## config.mk

```make
export PLATFORM = sky130hd
export DESIGN_NAME = can_data_len_tracker
export DESIGN_NICKNAME = d
export VERILOG_FILES = /design/src/rtl/can_data_len_tracker.sv
export SDC_FILE = /design/constraint.sdc
export NUM_CORES = 1
export LEC_CHECK = 0
export ABC_AREA = 1
export ABC_CLOCK_PERIOD_IN_PS = 1970
export BUFFER_PORTS_ARGS = -buffer_cell sky130_fd_sc_hd__buf_2
export CAP_MARGIN = 20
export CORE_MARGIN = 2
export CORE_UTILIZATION = 25
export CTS_CLUSTER_DIAMETER = 50
export DETAILED_ROUTE_END_ITERATION = 8
export GPL_ROUTABILITY_DRIVEN = 0
export PLACE_DENSITY = 0.44
export SYNTH_ARGS = -nofsm -noshare
export SYNTH_HDL_FRONTEND = slang
export SYNTH_SLANG_ARGS = --single-unit
export TNS_END_PERCENT = 5
```

## constraint.sdc

```tcl
create_clock -name clk -period 1.97 [get_ports clk]
set_clock_uncertainty 0.15 [all_clocks]
set_input_delay 0.4925 -clock clk [delete_from_list [all_inputs] [get_ports clk]]
set_output_delay 0.4925 -clock clk [all_outputs]
set_load 0.005 [all_outputs]
```

## src/rtl/can_data_len_tracker.sv

```systemverilog
// CAN data-length tracker: decodes the DLC into a byte count, picks the CRC
// and assembles data-field bits into bytes, flagging the end of the field.
// Ports:
//   clk, rst (sync, active-high)
//   dlc_valid, dlc_in[3:0], fd_in, rtr_in : frame header strobe
//   bit_valid, bit_in                     : destuffed data bits, MSB first
//   abort                                 : discard the current frame
//   data_len[6:0], crc_sel[1:0], len_err  : header results
//   byte_out[7:0], byte_valid, data_done  : data-field results
//   busy                                  : high while collecting bits
// Optional CAN_DATA_BUF_EN adds a MAX_LEN x 8 byte buffer with
//   rd_addr[5:0] in and rd_data[7:0] out (1-cycle read latency).

module can_data_len_tracker #(
  parameter int MAX_LEN = 64
) (
  input  logic       clk,
  input  logic       rst,
  input  logic       dlc_valid,
  input  logic [3:0] dlc_in,
  input  logic       fd_in,
  input  logic       rtr_in,
  input  logic       bit_valid,
  input  logic       bit_in,
  input  logic       abort,
`ifdef CAN_DATA_BUF_EN
  input  logic [5:0] rd_addr,
  output logic [7:0] rd_data,
`endif
  output logic [6:0] data_len,
  output logic [1:0] crc_sel,
  output logic [7:0] byte_out,
  output logic       byte_valid,
  output logic       data_done,
  output logic       busy,
  output logic       len_err
);

  localparam logic [6:0] LEN_MAX = 7'(MAX_LEN);

  typedef enum logic [1:0] {
    IDLE,
    DATA,
    DONE
  } state_t;

  state_t     state;
  state_t     state_n;
  logic [2:0] bit_cnt;
  logic [6:0] byte_cnt;
  logic [6:0] shreg;

  logic [6:0] raw_len;
  logic [6:0] dec_len;
  logic       dec_clip;
  logic [1:0] dec_crc;
  logic       take_bit;
  logic       last_bit;
  logic       byte_end;
  logic [7:0] full_byte;

  always_comb begin
    raw_len = 7'd0;
    if (fd_in) begin
      unique case (dlc_in)
        4'd9:    raw_len = 7'd12;
        4'd10:   raw_len = 7'd16;
        4'd11:   raw_len = 7'd20;
        4'd12:   raw_len = 7'd24;
        4'd13:   raw_len = 7'd32;
        4'd14:   raw_len = 7'd48;
        4'd15:   raw_len = 7'd64;
        default: raw_len = {3'b000, dlc_in};
      endcase
    end else if (!rtr_in) begin
      raw_len = (dlc_in > 4'd8) ? 7'd8
                                : {3'b000, dlc_in};
    end
    dec_clip = (raw_len > LEN_MAX);
    dec_len  = dec_clip ? LEN_MAX : raw_len;
    if (!fd_in)
      dec_crc = 2'd0;
    else if (dec_len <= 7'd16)
      dec_crc = 2'd1;
    else
      dec_crc = 2'd2;
  end

  // Bits only count while collecting a frame; the
  // header strobe and abort both pre-empt them.
  assign take_bit  = (state == DATA) && bit_valid
                   && !abort && !dlc_valid;
  assign last_bit  = (bit_cnt == 3'd7);
  assign byte_end  = ((byte_cnt + 7'd1) == data_len);
  assign full_byte = {shreg, bit_in};

  always_comb begin
    state_n = state;
    if (abort) begin
      state_n = IDLE;
    end else if (dlc_valid) begin
      state_n = (dec_len != 7'd0) ? DATA : DONE;
    end else begin
      unique case (state)
        IDLE: state_n = IDLE;
        DATA: begin
          if (bit_valid && last_bit && byte_end)
            state_n = DONE;
        end
        DONE:    state_n = IDLE;
        default: state_n = IDLE;
      endcase
    end
  end

  always_ff @(posedge clk) begin
    if (rst)
      state <= IDLE;
    else
      state <= state_n;
  end

  always_ff @(posedge clk) begin
    if (rst) begin
      data_len   <= 7'd0;
      crc_sel    <= 2'd0;
      len_err    <= 1'b0;
      byte_out   <= 8'd0;
      byte_valid <= 1'b0;
      data_done  <= 1'b0;
      busy       <= 1'b0;
      bit_cnt    <= 3'd0;
      byte_cnt   <= 7'd0;
      shreg      <= 7'd0;
    end else begin
      byte_valid <= 1'b0;
      data_done  <= 1'b0;
      busy       <= (state_n == DATA);
      if (abort) begin
        bit_cnt  <= 3'd0;
        byte_cnt <= 7'd0;
        shreg    <= 7'd0;
      end else if (dlc_valid) begin
        data_len  <= dec_len;
        crc_sel   <= dec_crc;
        len_err   <= dec_clip;
        bit_cnt   <= 3'd0;
        byte_cnt  <= 7'd0;
        shreg     <= 7'd0;
        // Empty field: done pulses straight from DONE.
        data_done <= (dec_len == 7'd0);
      end else if (take_bit) begin
        shreg   <= full_byte[6:0];
        bit_cnt <= bit_cnt + 3'd1;
        if (last_bit) begin
          byte_out   <= full_byte;
          byte_valid <= 1'b1;
          byte_cnt   <= byte_cnt + 7'd1;
          if (byte_end)
            data_done <= 1'b1;
        end
      end
    end
  end

`ifdef CAN_DATA_BUF_EN
  localparam int AW = $clog2(MAX_LEN);

  logic [7:0] mem [MAX_LEN];

  // Contents are never cleared; a new frame simply
  // overwrites them byte by byte.
  always_ff @(posedge clk) begin
    if (!rst && take_bit && last_bit)
      mem[byte_cnt[AW-1:0]] <= full_byte;
  end

  always_ff @(posedge clk) begin
    if (rst)
      rd_data <= 8'd0;
    else
      rd_data <= mem[rd_addr[AW-1:0]];
  end
`endif

endmodule

```

==> results.cfg <==
[drt]
wirelength_um = 4330
wl_per_cell_um = 10.9
drt_pass1_iterations = 4
drc_errors = 0
viasPerCell = 4.26
route.vias.total = 1686
first_iter_violations = 63
antenna_left = 0

[power_and_ir_drop]
max-vdd-ir-drop_uv = 416
seqPwrFrac = 0.479
swShare = 0.212
clkPwrFrac = 0.454
power_leakage_nw = 0.975
comb_power_share = 0.067
p_per_area_nw_per_um2 = 748
switching_power_uw = 365
internal_power_mw = 1.36
total_power_mw = 1.72

[synthesis]
yosysTopAreaCellShare = 0.422
synthXorXnorAreaFrac = 0.0185
synthFlopType = dfxtp_1
postSynthAreaPerCell_um2 = 7.32
synth_edf_count = 0
syn_inst = 259
yosysSeqAreaShare = 0.422
synth_seq_cells = 40
synth_top_family_by_area = simple AND/OR/NAND/NOR gates
syn_nets = 274
synth_top_area_cell = dfxtp_1
async_flop_share = 0
synth_compound_area_frac = 0.137
synthAdderAreaFrac = 0.0198
synth_cell_type_count = 30
synth.area.top_cells = dfxtp_1 (42%), nand2_1 (11%), a21oi_1 (7.1%)
synth-simple-area-share = 0.304
yosysWarnings = 0
synth.area.mux_share = 0
synthesis.area_um2 = 1900

[floorplan]
rows = 31
fp.dieH_um = 91.1
ios = 33
start_util = 0.260
fp.dieArea_um2 = 8300
core_um2 = 7290
die_x_um = 91.1

[setup_path]
crit_arrival_ns = 1.87
end_kind = register
cpPeakStageDelay_ns = 0.34
crit_chain = ha_1 > nand2_1 > nand2_1 > nand2_1 > nand2_1 > nand3_1 > nor2_4 > nand3_2 > o21ai_2 > and2_1
critical_path_buf_inv_count = 0
worstSetupStartpointType = register
crit_family = simple AND/OR/NAND/NOR gates
cp_data_required_time_ns = 2.05
slowest_stage = dfxtp_1
critPathMaxFanout = 6
cpMostUsedCell = nand2_1
crit_type = reg -> reg

[global_route]
gr-usage-met3 = 0.0266
grt_antenna_before_repair = 0
grt_max_degree = 20
grt_usage = 0.110
first_global_vias = 1549
grt_pass1_wl_um = 7330
grt-busiest-layer = met2
grt_overflow = 0
gr-usage-met2 = 0.174
globalRouteMet1Util = 0.146

[sta]
relSlewSlack = 0.805
worst_slack_ns = 0.182
hold_violations = 0
worst_slew_pin_slew_ns = 0.292
fin_crit_sh = 0.908
slew_viol_final = 0
setup_viol = 0
timing.hold.ws_ns = 0.304
fin_setup_tns_ns = 0
finalCriticalPeriod_ns = 1.79
rsz0062_at_grt = no
fmax_ghz = 0.559

[clock_network]
cts_sinks = 40
cts_resized = 0
path_clk_slew_ns = 0.08
cts_hold_buf = 0
cts_buffer_depth = 2
cts_tree = built
h-tree-depth = 2
postCtsSetupRepairBufs = 0
cts-root-buf = clkbuf_8
cts-buffers-inserted = 5
worstSkewPairLatency_ns = 0.29

[place]
hpwl_um = 3270
port_buffers = 32
pre_cts_ws_ns = 0.130

[run_status]
status = finished clean

[flow_run]
maxCapViolCount = 0

[cells_and_area]
final_core_util = 0.316
layout-drive-gt1-share = 0.232
antenna_cells = 0
nets = 312
syn2layout_area_growth_pct = 21.6

[hold_path]
hold_class = reg -> reg
==> cell usage after synthesis (all sizes together), types with 2 or more instances <==
cell type	number
clkbuf	2
nand4	7
inv	33
and2	2
nand2	63
dfxtp	40
nor3	2
o21ai	16
nor2	28
xor2	3
a21oi	27
nand3	19
a211oi	3
buf	6
ha	3
==> power by group through the flow <==
stage	sequential (mW)	clock [mW]	combinational [mW]
2_1_floorplan	0.845	0	0.0688
3_3_place_gp	0.846	0	0.118
3_5_place_dp	0.846	0	0.117
4_1_cts	0.826	0.808	0.118
5_1_grt	0.828	0.844	0.132
6_report	0.826	0.782	0.116
==> per-stage QoR <==
step	instance area (µm²)	std cells
global route	2310	396
detailed placement	2180	389
global placement	2180	389
floorplan	1900	259
finish	2310	396
CTS	2310	396
==> path summary, 6_finish.rpt <==
kind	startpoint	end	slack, ns	depth (start not counted)
worst max register to register	byte_cnt[0]	data_done	0.18	10
worst min-delay path	len_err	len_err	0.30	2
worst min register to register	len_err	len_err	0.30	2
worst max-delay path	byte_cnt[0]	data_done	0.18	10
==> worst register-to-register path, delay by kind of cell, from the launching register on <==
family / cells / cell delay, ns
simple gates: 8 / 0.82
flops: 1 / 0.34
fa+ha+maj: 1 / 0.30
compound gates: 1 / 0.12
==> cells in the final DEF (no fill, tap or decap), drive strengths merged <==
cell type,netlist,routed
a211oi,3,3
a21oi,27,27
a31oi,1,1
and2,2,2
buf,6,39
bufinv,0,2
clkbuf,2,5
clkinv,1,1
dfxtp,40,40
ha,3,3
inv,33,33
nand2,63,63
nand3,19,19
nand3b,1,1
nand4,7,7
nor2,28,28
nor3,2,2
o211ai,1,1
o21ai,16,16
xnor2,1,1
xor2,3,3
==> cells by family after synthesis <==
family          after synthesis
compound gates               48
flops                        40
buf+inv                      42
xor+xnor                      4
fa+ha+maj                     3
simple gates                122
==> final cells by class <==
class,instances,area [µm²]
clock inverters,2,60.1
repair buffers,39,213
inverters,34,131
clock buffers,5,68.8
flip-flops and latches,40,801
multi-input cells,177,908
well taps,99,124
fillers,855,4990
==> per-layer routing <==
| metal | vias up | wire (µm) |
|---|---|---|
| met2 | 18 | 1940 |
| met4 | 0 | 74 |
| li1 | 909 | - |
| met3 | 5 | 122 |
| met5 | - | 0 |
| met1 | 754 | 2200 |
==> sequential cells by signal, indices dropped and copies added (netlist names) <==
name	count
data_len	7
busy	1
shreg	7
len_err	1
crc_sel	2
state	2
data_done	1
byte_out	8
byte_valid	1
byte_cnt	7
bit_cnt	3
(Power assumes the default switching activity.)
